`config.mk`:
```
export PLATFORM = sky130hd
export DESIGN_NAME = fst_run_monitor
export DESIGN_NICKNAME = d
export VERILOG_FILES = /design/src/rtl/fst_mon_pkg.sv /design/src/rtl/fst_trace_buf.sv /design/src/rtl/fst_run_monitor.sv
export SDC_FILE = /design/constraint.sdc
export NUM_CORES = 1
export LEC_CHECK = 0
export BUFFER_PORTS_ARGS = -buffer_cell sky130_fd_sc_hd__buf_4
export CAP_MARGIN = 10
export CORE_ASPECT_RATIO = 1.5
export CORE_MARGIN = 5
export CORE_UTILIZATION = 50
export CTS_BUF_LIST = sky130_fd_sc_hd__clkbuf_4 sky130_fd_sc_hd__clkbuf_8 sky130_fd_sc_hd__clkbuf_16
export DETAILED_ROUTE_END_ITERATION = 12
export GPL_TIMING_DRIVEN = 0
export PLACE_DENSITY = 0.7
export REMOVE_ABC_BUFFERS = 1
export SYNTH_ARGS = -nofsm -noshare
export SYNTH_HDL_FRONTEND = slang
export SYNTH_SLANG_ARGS = --single-unit
```
`constraint.sdc`:
```
create_clock -name clk_in -period 6.7 [get_ports clk_in]
set_clock_uncertainty 0.2 [all_clocks]
set_input_delay 1.34 -clock clk_in [delete_from_list [all_inputs] [get_ports clk_in]]
set_output_delay 1.34 -clock clk_in [all_outputs]
set_load 0.05 [all_outputs]
```
`src/rtl/fst_mon_pkg.sv`:
```
// Shared types and width helpers for the fst run-control monitor.
package fst_mon_pkg;

  typedef enum logic [1:0] {
    IDLE   = 2'd0,
    RUN    = 2'd1,
    HALTED = 2'd2,
    FAULT  = 2'd3
  } mon_state_t;

  typedef enum logic [1:0] {
    NONE = 2'd0,
    HALT = 2'd1,
    WDT  = 2'd2
  } fault_cause_t;

  // Index width for a trace of the given depth (at least one bit).
  function automatic int idx_w(input int depth);
    return (depth > 1) ? $clog2(depth) : 1;
  endfunction

  // Stall counter width able to hold WDT_CYCLES-1.
  function automatic int stall_w(input int wdt_cycles);
    return $clog2(wdt_cycles) + 1;
  endfunction

endpackage

```
`src/rtl/fst_trace_buf.sv`:
```
// Circular PC trace: DEPTH entries, newest at index 0, registered
// read-before-write port that returns 0 for indices beyond the fill level.
module fst_trace_buf
  import fst_mon_pkg::*;
#(
  parameter int PC_W  = 16,
  parameter int DEPTH = 8,
  localparam int IDX_W = idx_w(DEPTH)
) (
  input  logic             i_clk,
  input  logic             i_rst_n,
  input  logic             i_clr,
  input  logic             i_we,
  input  logic [PC_W-1:0]  i_wdata,
  input  logic [IDX_W-1:0] i_rd_idx,
  output logic [PC_W-1:0]  o_rd_data,
  output logic [IDX_W:0]   o_count
);

  logic [PC_W-1:0]  r_mem [DEPTH];
  logic [IDX_W-1:0] r_wr_ptr;
  logic [IDX_W:0]   r_count;
  logic [PC_W-1:0]  r_rd_data;

  logic [IDX_W-1:0] w_rd_addr;
  logic             w_rd_hit;

  // DEPTH is a power of two, so plain wrap-around gives the modulo.
  assign w_rd_addr = r_wr_ptr - IDX_W'(1) - i_rd_idx;
  assign w_rd_hit  = ({1'b0, i_rd_idx} < r_count);

  // Storage is deliberately not cleared; the fill level masks stale entries.
  always_ff @(posedge i_clk) begin
    if (i_we) r_mem[r_wr_ptr] <= i_wdata;
  end

  // Write pointer and fill level, saturating at DEPTH.
  always_ff @(posedge i_clk or negedge i_rst_n) begin
    if (!i_rst_n) begin
      r_wr_ptr <= '0;
      r_count  <= '0;
    end else if (i_clr) begin
      r_wr_ptr <= '0;
      r_count  <= '0;
    end else if (i_we) begin
      r_wr_ptr <= r_wr_ptr + IDX_W'(1);
      if (r_count != (IDX_W+1)'(DEPTH)) r_count <= r_count + (IDX_W+1)'(1);
    end
  end

  // Registered read using the pointer/count as they were before this edge.
  always_ff @(posedge i_clk or negedge i_rst_n) begin
    if (!i_rst_n) r_rd_data <= '0;
    else          r_rd_data <= w_rd_hit ? r_mem[w_rd_addr] : '0;
  end

  assign o_rd_data = r_rd_data;
  assign o_count   = r_count;

endmodule

```
`src/rtl/fst_run_monitor.sv`:
```
// Run-control monitor beside the fst core: flags halts and PC stalls,
// counts RUN cycles and keeps a trace of recent distinct PCs.
//
// state  | meaning
// IDLE   | waiting for the first valid PC after reset/clear
// RUN    | core running; cycle counter and watchdog active
// HALTED | legal stop (ALLOW_HALT=1); everything frozen
// FAULT  | illegal halt or watchdog expiry; everything frozen
module fst_run_monitor
  import fst_mon_pkg::*;
#(
  parameter int PC_W       = 16,
  parameter int DEPTH      = 8,
  parameter int CNT_W      = 32,
  parameter int WDT_CYCLES = 1024,
  parameter int ALLOW_HALT = 0,
  localparam int IDX_W = idx_w(DEPTH),
  localparam int SW    = stall_w(WDT_CYCLES)
) (
  input  logic             clk_in,
  input  logic             reset_n_in,
  input  logic [PC_W-1:0]  pc_in,
  input  logic             pc_valid_in,
  input  logic             halting_in,
  input  logic             clear_in,
  input  logic [IDX_W-1:0] rd_idx_in,
  output logic [PC_W-1:0]  rd_pc_out,
  output logic [IDX_W:0]   trace_count_out,
  output logic [CNT_W-1:0] cycle_cnt_out,
  output logic [1:0]       state_out,
  output logic [1:0]       fault_cause_out,
  output logic             fault_out
);

  mon_state_t   r_state;
  fault_cause_t r_cause;
  logic         r_fault;
  logic [CNT_W-1:0] r_cyc;
  logic [SW-1:0]    r_stall;
  logic [PC_W-1:0]  r_last_pc;

  logic w_stall;
  logic w_wdt_hit;
  logic w_we;

  assign w_stall   = !pc_valid_in || (pc_in == r_last_pc);
  assign w_wdt_hit = w_stall && (r_stall == SW'(WDT_CYCLES - 1));

  // Trace writes only on a fresh PC; halts and stalls never write.
  assign w_we = !clear_in && pc_valid_in &&
                ((r_state == IDLE) ||
                 ((r_state == RUN) && !halting_in && (pc_in != r_last_pc)));

  // Run-control FSM with cycle counter and stall watchdog.
  always_ff @(posedge clk_in or negedge reset_n_in) begin
    if (!reset_n_in) begin
      r_state   <= IDLE;
      r_cause   <= NONE;
      r_fault   <= 1'b0;
      r_cyc     <= '0;
      r_stall   <= '0;
      r_last_pc <= '0;
    end else if (clear_in) begin
      r_state <= IDLE;
      r_cause <= NONE;
      r_fault <= 1'b0;
      r_cyc   <= '0;
      r_stall <= '0;
    end else begin
      case (r_state)
        IDLE: begin
          if (pc_valid_in) begin
            r_state   <= RUN;
            r_last_pc <= pc_in;
          end
        end
        RUN: begin
          if (r_cyc != '1) r_cyc <= r_cyc + CNT_W'(1);
          if (halting_in) begin
            if (ALLOW_HALT != 0) begin
              r_state <= HALTED;
            end else begin
              r_state <= FAULT;
              r_cause <= HALT;
              r_fault <= 1'b1;
            end
          end else if (w_stall) begin
            if (w_wdt_hit) begin
              r_state <= FAULT;
              r_cause <= WDT;
              r_fault <= 1'b1;
            end else begin
              r_stall <= r_stall + SW'(1);
            end
          end else begin
            r_stall   <= '0;
            r_last_pc <= pc_in;
          end
        end
        default: begin
        end
      endcase
    end
  end

  fst_trace_buf #(
    .PC_W  (PC_W),
    .DEPTH (DEPTH)
  ) u_trace (
    .i_clk     (clk_in),
    .i_rst_n   (reset_n_in),
    .i_clr     (clear_in),
    .i_we      (w_we),
    .i_wdata   (pc_in),
    .i_rd_idx  (rd_idx_in),
    .o_rd_data (rd_pc_out),
    .o_count   (trace_count_out)
  );

  assign state_out       = r_state;
  assign fault_cause_out = r_cause;
  assign fault_out       = r_fault;
  assign cycle_cnt_out   = r_cyc;

endmodule

```
==> flow_summary.yaml, run 1 <==
power_and_ir_drop:
  swShare_pct: 24.6
  internal-power_mw: 2.40
  p_seq_share_pct: 46.7
  switchingPower_mw: 0.781
  clkPwrFrac_pct: 39.6
  p_total_mw: 3.18
  vdd_ir_drop_max_mv: 0.187
  leakage_nw: 4.22
  powerDensity_nw_per_um2: 280
  combPwrFrac_pct: 13.7
synth:
  seq_area_frac_synth_pct: 63.0
  async_flop_share_pct: 40.5
  synth_largest_area_cell: "edfxtp_1"
  synth_area_um2: 9550
  ys_types: 55
  ys_warn_count: 0
  synth_area_leaders: "edfxtp_1 40%, dfrtp_1 23%, mux4_2 7.5%, a21oi_1 2.1%, mux2i_1 1.9%"
  synthCells: 710
  synth_ff_type: "edfxtp_1"
  yosysTopAreaCellShare_pct: 40.2
  synth-edff-count: 128
  avgSynthCellArea_um2: 13.5
  ys_seq_elements: 215
cts:
  cts_tree: "yes"
  clkSinkCount: 215
  insertion_delay_ns: 0.50
  post_cts_buffers: 0
  ctsResizeCount: 0
  cts_buffers: 21
  clkSlewWorstSetupHoldPaths_ns: 0.07
  postCtsHoldBufs: 0
  ctsLongestPathBuffers: 3
  htreeDepth: 1
  root_buffer: "clkbuf_16"
min_path:
  hp-class: "reg2reg"
  hp-start: "r_stall[10]"
  hold_depth: 1
placement:
  gp_congestion: 0.800
  placed_cells: 1029
  placed_cell_area_um2: 10600
  dp_hpwl_mm: 14.4
  post-place-ws_ns: 2.28
  io_buffers: 80
sta:
  rsz0062_at_grt: "no"
  fin_tns_setup_ns: 0
  hold_viol_final: 0
  timing.final.ws_setup_ns: 2.60
  drv_slew: 0
  relSlewSlack_pct: 23.8
  fmax_mhz: 244
  period_share_pct: 61.2
  worstMarginPinSlew_ns: 1.14
  whs_ns: 0.343
  period_minus_slack_ns: 4.10
  setup_violations: 0
critical_path:
  critical_path.max_stage_delay_ns: 1.04
  crit_chain: "nand2b_1 > nor2_1 > a21oi_2 > nor4_2 > buf_6 > buf_4"
  critPathLaunch: "state_out[1]"
  r2r_slack_ns: 2.60
  crit_type: "reg2reg"
  crit_family: "simple AND/OR/NAND/NOR gates"
  r2r-start: "state_out[1]"
  critical_path_arrival_ns: 4.10
  cp_max_fo: 21
  cp_slowest_cell: "nor2_1"
  cp.required_ns: 6.70
  critical_path_buf_inv_count: 2
  cp-start-kind: "flop"
  critical_path.endpoint: "u_trace.r_mem[6][9]"
  r2r-end: "u_trace.r_mem[6][9]"
  cp.depth: 6
  reg2regPathDepth: 6
  end_kind: "flop"
route:
  route.vias.total: 6337
  first_iter_violations: 380
  drc: 0
  drt-vias-per-instance: 5.93
  drtPass1Iterations: 4
  ant_nets: 0
  wl_per_cell_um: 20.0
  routed_wl_mm: 21.4
die:
  die_y_um: 179
  rows: 62
  start_util_pct: 50.3
  io_pins: 81
  die_w_um: 123
  dieArea_um2: 22000
  core_area_um2: 19000
layout:
  fillers: 1496
  final_nets: 830
  postLayoutCellArea_um2: 11400
  instances_no_fill: 1068
  syn2layout_area_growth_pct: 19.0
  final_util_pct: 59.8
  drive_gt1_share_pct: 23.9
  diodes: 0
  multi_input_area_um2: 3410
  final_cell_mix: "128 x edfxtp_1, 90 x buf_4, 87 x dfrtp_1"
  register_area_um2: 6020
  layout_commonest_cell: "edfxtp_1"
global_route:
  grt_pass1_wl_mm: 34.5
  grt_util_met2_pct: 36.5
  track_usage_pct: 20.0
  grt_pass1_vias: 6558
  overflow: 0
  busiest_layer: "met2"
  use_met3_pct: 3.22
  grt_start_max_net_pins: 88
  met1_usage_pct: 24.5
  antenna_found_initial: 0
run_status:
  status: "completed"
flow_run:
  cap_violations: 0
## worst min-delay path by stage
stage                   to  slack [ns]
2_1_floorplan  r_stall[10]        0.32
3_3_place_gp   r_stall[10]        0.33
3_5_place_dp   r_stall[10]        0.33
4_1_cts        r_stall[10]        0.34
5_1_grt        r_stall[10]        0.36
6_report       r_stall[10]        0.34
## synthesized netlist by cell type (2+ instances only)
cell type and instances:
a211o_1 2, nor3_1 13, nor4_1 9, xnor2_1 17
nand4_1 15, nand2b_1 6, nor2_1 35, buf_1 2
dfrtp_1 87, a21oi_1 40, mux4_2 32, xor2_1 5
o31ai_1 22, o21a_1 4, and4_1 4, nor2b_1 21
inv_1 12, or3_1 14, o21ai_1 6, o21ai_0 36
or4_1 23, clkbuf_1 27, and2_1 4, o31a_1 2
nand3_2 2, a31oi_1 3, edfxtp_1 128, nand3_1 23
nand2_1 46, a211oi_1 3, o211ai_1 4, and3_1 8
mux2i_1 18, ha_1 8, buf_2 6, mux2_2 4
## power by group through the flow
stage | clock network (mW) | registers [mW] | logic, mW
floorplan | 0 | 1.57 | 0.228
global placement | 0 | 1.51 | 0.416
detailed placement | 0 | 1.51 | 0.439
CTS | 1.29 | 1.48 | 0.441
global route | 1.34 | 1.49 | 0.474
finish | 1.26 | 1.48 | 0.436
## cell families (layout without fill, tap and decap cells)
kind of cell    count (synthesis)  after routing  synth area share, %
flops                         215            215                 63.0
buf+inv                        48            150                 2.00
xor+xnor                       22             22                 2.02
mux                            54             54                 9.90
fa+ha+maj                       9              9                 1.26
simple gates                  231            231                 13.4
compound gates                131            131                 8.38
## sequential cells by signal, summed over array words and instances, names as in the netlist
register and cells:
u_trace.o_rd_data 16, u_trace.o_count 4, r_last_pc 16, u_trace.r_wr_ptr 3
r_stall 11, u_trace.r_mem 128, cycle_cnt_out 32, fault_out 1
fault_cause_out 2, state_out 2
## per-layer routing
layer	routed length, um	up-vias
met1	8200	3226
met3	1140	36
met2	11700	164
met4	423	0
met5	0	-
li1	-	2911
## layout make-up
type	instances	area share, %
clock buffers	25	4.94
clock inverters	13	1.60
inverters	12	0.396
multi-input cells	447	30.0
flip-flops and latches	215	53.0
well taps	256	2.82
repair buffers	100	7.29
Note: power is estimated with default switching activity, not from simulation.
==> run 2: changes to the inputs <==
ABC_AREA = 1   (was default)
PLACE_DENSITY = 0.69   (was 0.7)
clock period = 3.9 ns   (was 6.7 ns; I/O delays follow)
==> run 2 against run 1 <==
Non-clock buffer count shrank 8. Flip-flop and latch count unchanged. Synthesized area is 5.2% higher. Core utilization is 0.41 points lower. Synthesized cell count grew 43%. Clock power increased by 71%. Combinational power rose by 140%. Worst setup slack worse by 1.8 ns. Critical endpoint is now u_trace.r_mem[5][15]. Power is 83% higher. Register-to-register slack worse by 1.8 ns. Largest power group unchanged. Count of clock-buffer cells in the layout is the same. Die area grew 4.8%.
==> flow_summary.yaml, run 2 <==
sta:
  relSlewSlack_pct: 20.7
  period_minus_slack_ns: 3.11
  period_share_pct: 79.8
  rsz0062_at_grt: "no"
  drv_slew: 0
  fmax_mhz: 321
  worstMarginPinSlew_ns: 1.19
  hold_viol_final: 0
  setup_violations: 0
  whs_ns: 0.00965
synth:
  synth_area_leaders: "edfxtp_1 38%, dfrtp_1 22%, nand2_1 12%, nor2_1 3.2%, nand3_1 2.5%"
  synth_area_um2: 10000
  synth_ff_type: "edfxtp_1"
  ys_types: 40
  synthCells: 1017
  synth_largest_area_cell: "edfxtp_1"
  async_flop_share_pct: 40.5
  ys_warn_count: 0
  yosysTopAreaCellShare_pct: 38.3
  synth_most_common_cell: "nand2_1"
  synthTopCellsByCount: "313 x nand2_1, 128 x edfxtp_1, 87 x dfrtp_1"
  avgSynthCellArea_um2: 9.88
  ys_seq_elements: 215
  seq_area_frac_synth_pct: 59.9
  synth-edff-count: 128
route:
  drc: 0
  drt-vias-per-instance: 5.48
  first_iter_violations: 414
  wl_per_cell_um: 17.0
  routed_wl_mm: 23.2
  drtPass1Iterations: 5
  ant_nets: 0
  route.vias.total: 7475
global_route:
  antenna_found_initial: 0
  grt_pass1_vias: 7354
  grt_pass1_wl_mm: 37.4
  overflow: 0
  track_usage_pct: 20.0
  grt_start_max_net_pins: 88
critical_path:
  reg2regPathDepth: 7
  cp_max_fo: 48
  end_kind: "flop"
  cp.required_ns: 3.91
  r2r-start: "u_trace.r_wr_ptr[0]"
  cp-start-kind: "input pin"
  crit_type: "in2reg"
  r2r-end: "u_trace.o_rd_data[11]"
  r2r_slack_ns: 0.80
  critical_path_arrival_ns: 3.12
die:
  io_pins: 81
  die_w_um: 126
  rows: 63
  core_area_um2: 19800
  die_y_um: 184
  start_util_pct: 50.8
  dieArea_um2: 23100
cts:
  root_buffer: "clkbuf_16"
  ctsLongestPathBuffers: 3
  clkSlewWorstSetupHoldPaths_ns: 0.07
  post_cts_buffers: 0
  cts_buffers: 21
  insertion_delay_ns: 0.51
  htreeDepth: 1
  postCtsHoldBufs: 0
  cts_tree: "yes"
  clkSinkCount: 215
  ctsResizeCount: 0
min_path:
  hp-class: "in2async"
layout:
  syn2layout_area_growth_pct: 17.0
  final_cell_mix: "313 x nand2_1, 128 x edfxtp_1, 87 x dfrtp_1"
  layout_commonest_cell: "nand2_1"
  drive_gt1_share_pct: 18.0
  largest-register: "u_trace.r_mem"
  final_nets: 1121
  largest_reg_flops: 128
  postLayoutCellArea_um2: 11800
  fillers: 1653
  diodes: 0
placement:
  gp_congestion: 0.922
  placed_cell_area_um2: 11000
  io_buffers: 80
  dp_hpwl_mm: 15.0
power_and_ir_drop:
  leakage_nw: 4.81
  vdd_ir_drop_max_mv: 0.298
  p_total_mw: 5.81
  powerDensity_nw_per_um2: 494
run_status:
  status: "completed"
flow_run:
  cap_violations: 0
[run 2: cell types whose count changed after synthesis, sizes merged, moves of 18 or more]
cell / change
nor2: +57
nand3: +29
or4: -23
mux2i: -18
nor2b: -21
nand2: +275
mux4: -32
inv: +58
[run 2: critical path, stage by stage]
cell     delay [ns]
buf_4          0.21
inv_2          0.70
nand2_4        0.43
nor2_2         0.71
buf_8          0.23
[run 2: final cells by class]
class / count / area (um^2) / share of cell area [%]
Multi-Input combinational cell: 687 / 3560 / 30.3
Clock buffer: 25 / 556 / 4.73
Tap cell: 260 / 325 / 2.77
Clock inverter: 13 / 175 / 1.49
Sequential cell: 215 / 6020 / 51.2
Inverter: 71 / 267 / 2.27
Timing Repair Buffer: 92 / 853 / 7.26
[run 2: per-stage QoR]
| step | TNS (ns) | worst slack (ns) | cells | utilization [%] |
|---|---|---|---|---|
| after floorplan | 0 | 0.416 | 973 | - |
| after global placement | -153.70 | -1.20 | 1313 | 54.3 |
| after CTS | 0 | 0.748 | 1361 | 59.2 |
| final | 0 | 0.789 | 1363 | 59.4 |
| after global routing | 0 | 0.557 | 1363 | 59.4 |
| after detailed placement | 0 | 0.233 | 1323 | 55.5 |
[run 2: routing by layer]
metal	part of all wire, %	global-route usage (%)
met1	38	22.8
met2	54	38.3
met3	4.2	2.03
met4	3.3	7.81
met5	0	0
[run 2: power by group]
part	leakage (nW)	internal, mW	switching [mW]
Sequential	2.32	2.54	0.0773
Combinational	2.12	0.344	0.703
Clock	0.366	1.29	0.855
[run 2: how the worst max path moves through the flow]
stage,from,to,slack [ns]
6_report,clear_in,u_trace.r_mem[5][15],0.79
4_1_cts,clear_in,u_trace.r_mem[5][1],0.75
3_5_place_dp,clear_in,u_trace.r_mem[5][15],0.23
3_3_place_gp,clear_in,u_trace.r_mem[5][15],-1.20
2_1_floorplan,rd_idx_in[0],u_trace.o_rd_data[0],0.42
5_1_grt,u_trace.r_wr_ptr[0],u_trace.o_rd_data[4],0.56
[run 2: cell families after synthesis]
kind of cell / share of synthesized area, %
AND/OR/NAND/NOR: 22.5
flip-flops: 59.9
AO/OA/AOI/OAI: 9.66
buffers and inverters: 4.93
XOR/XNOR: 1.83
adder cells (fa/ha/maj): 1.20
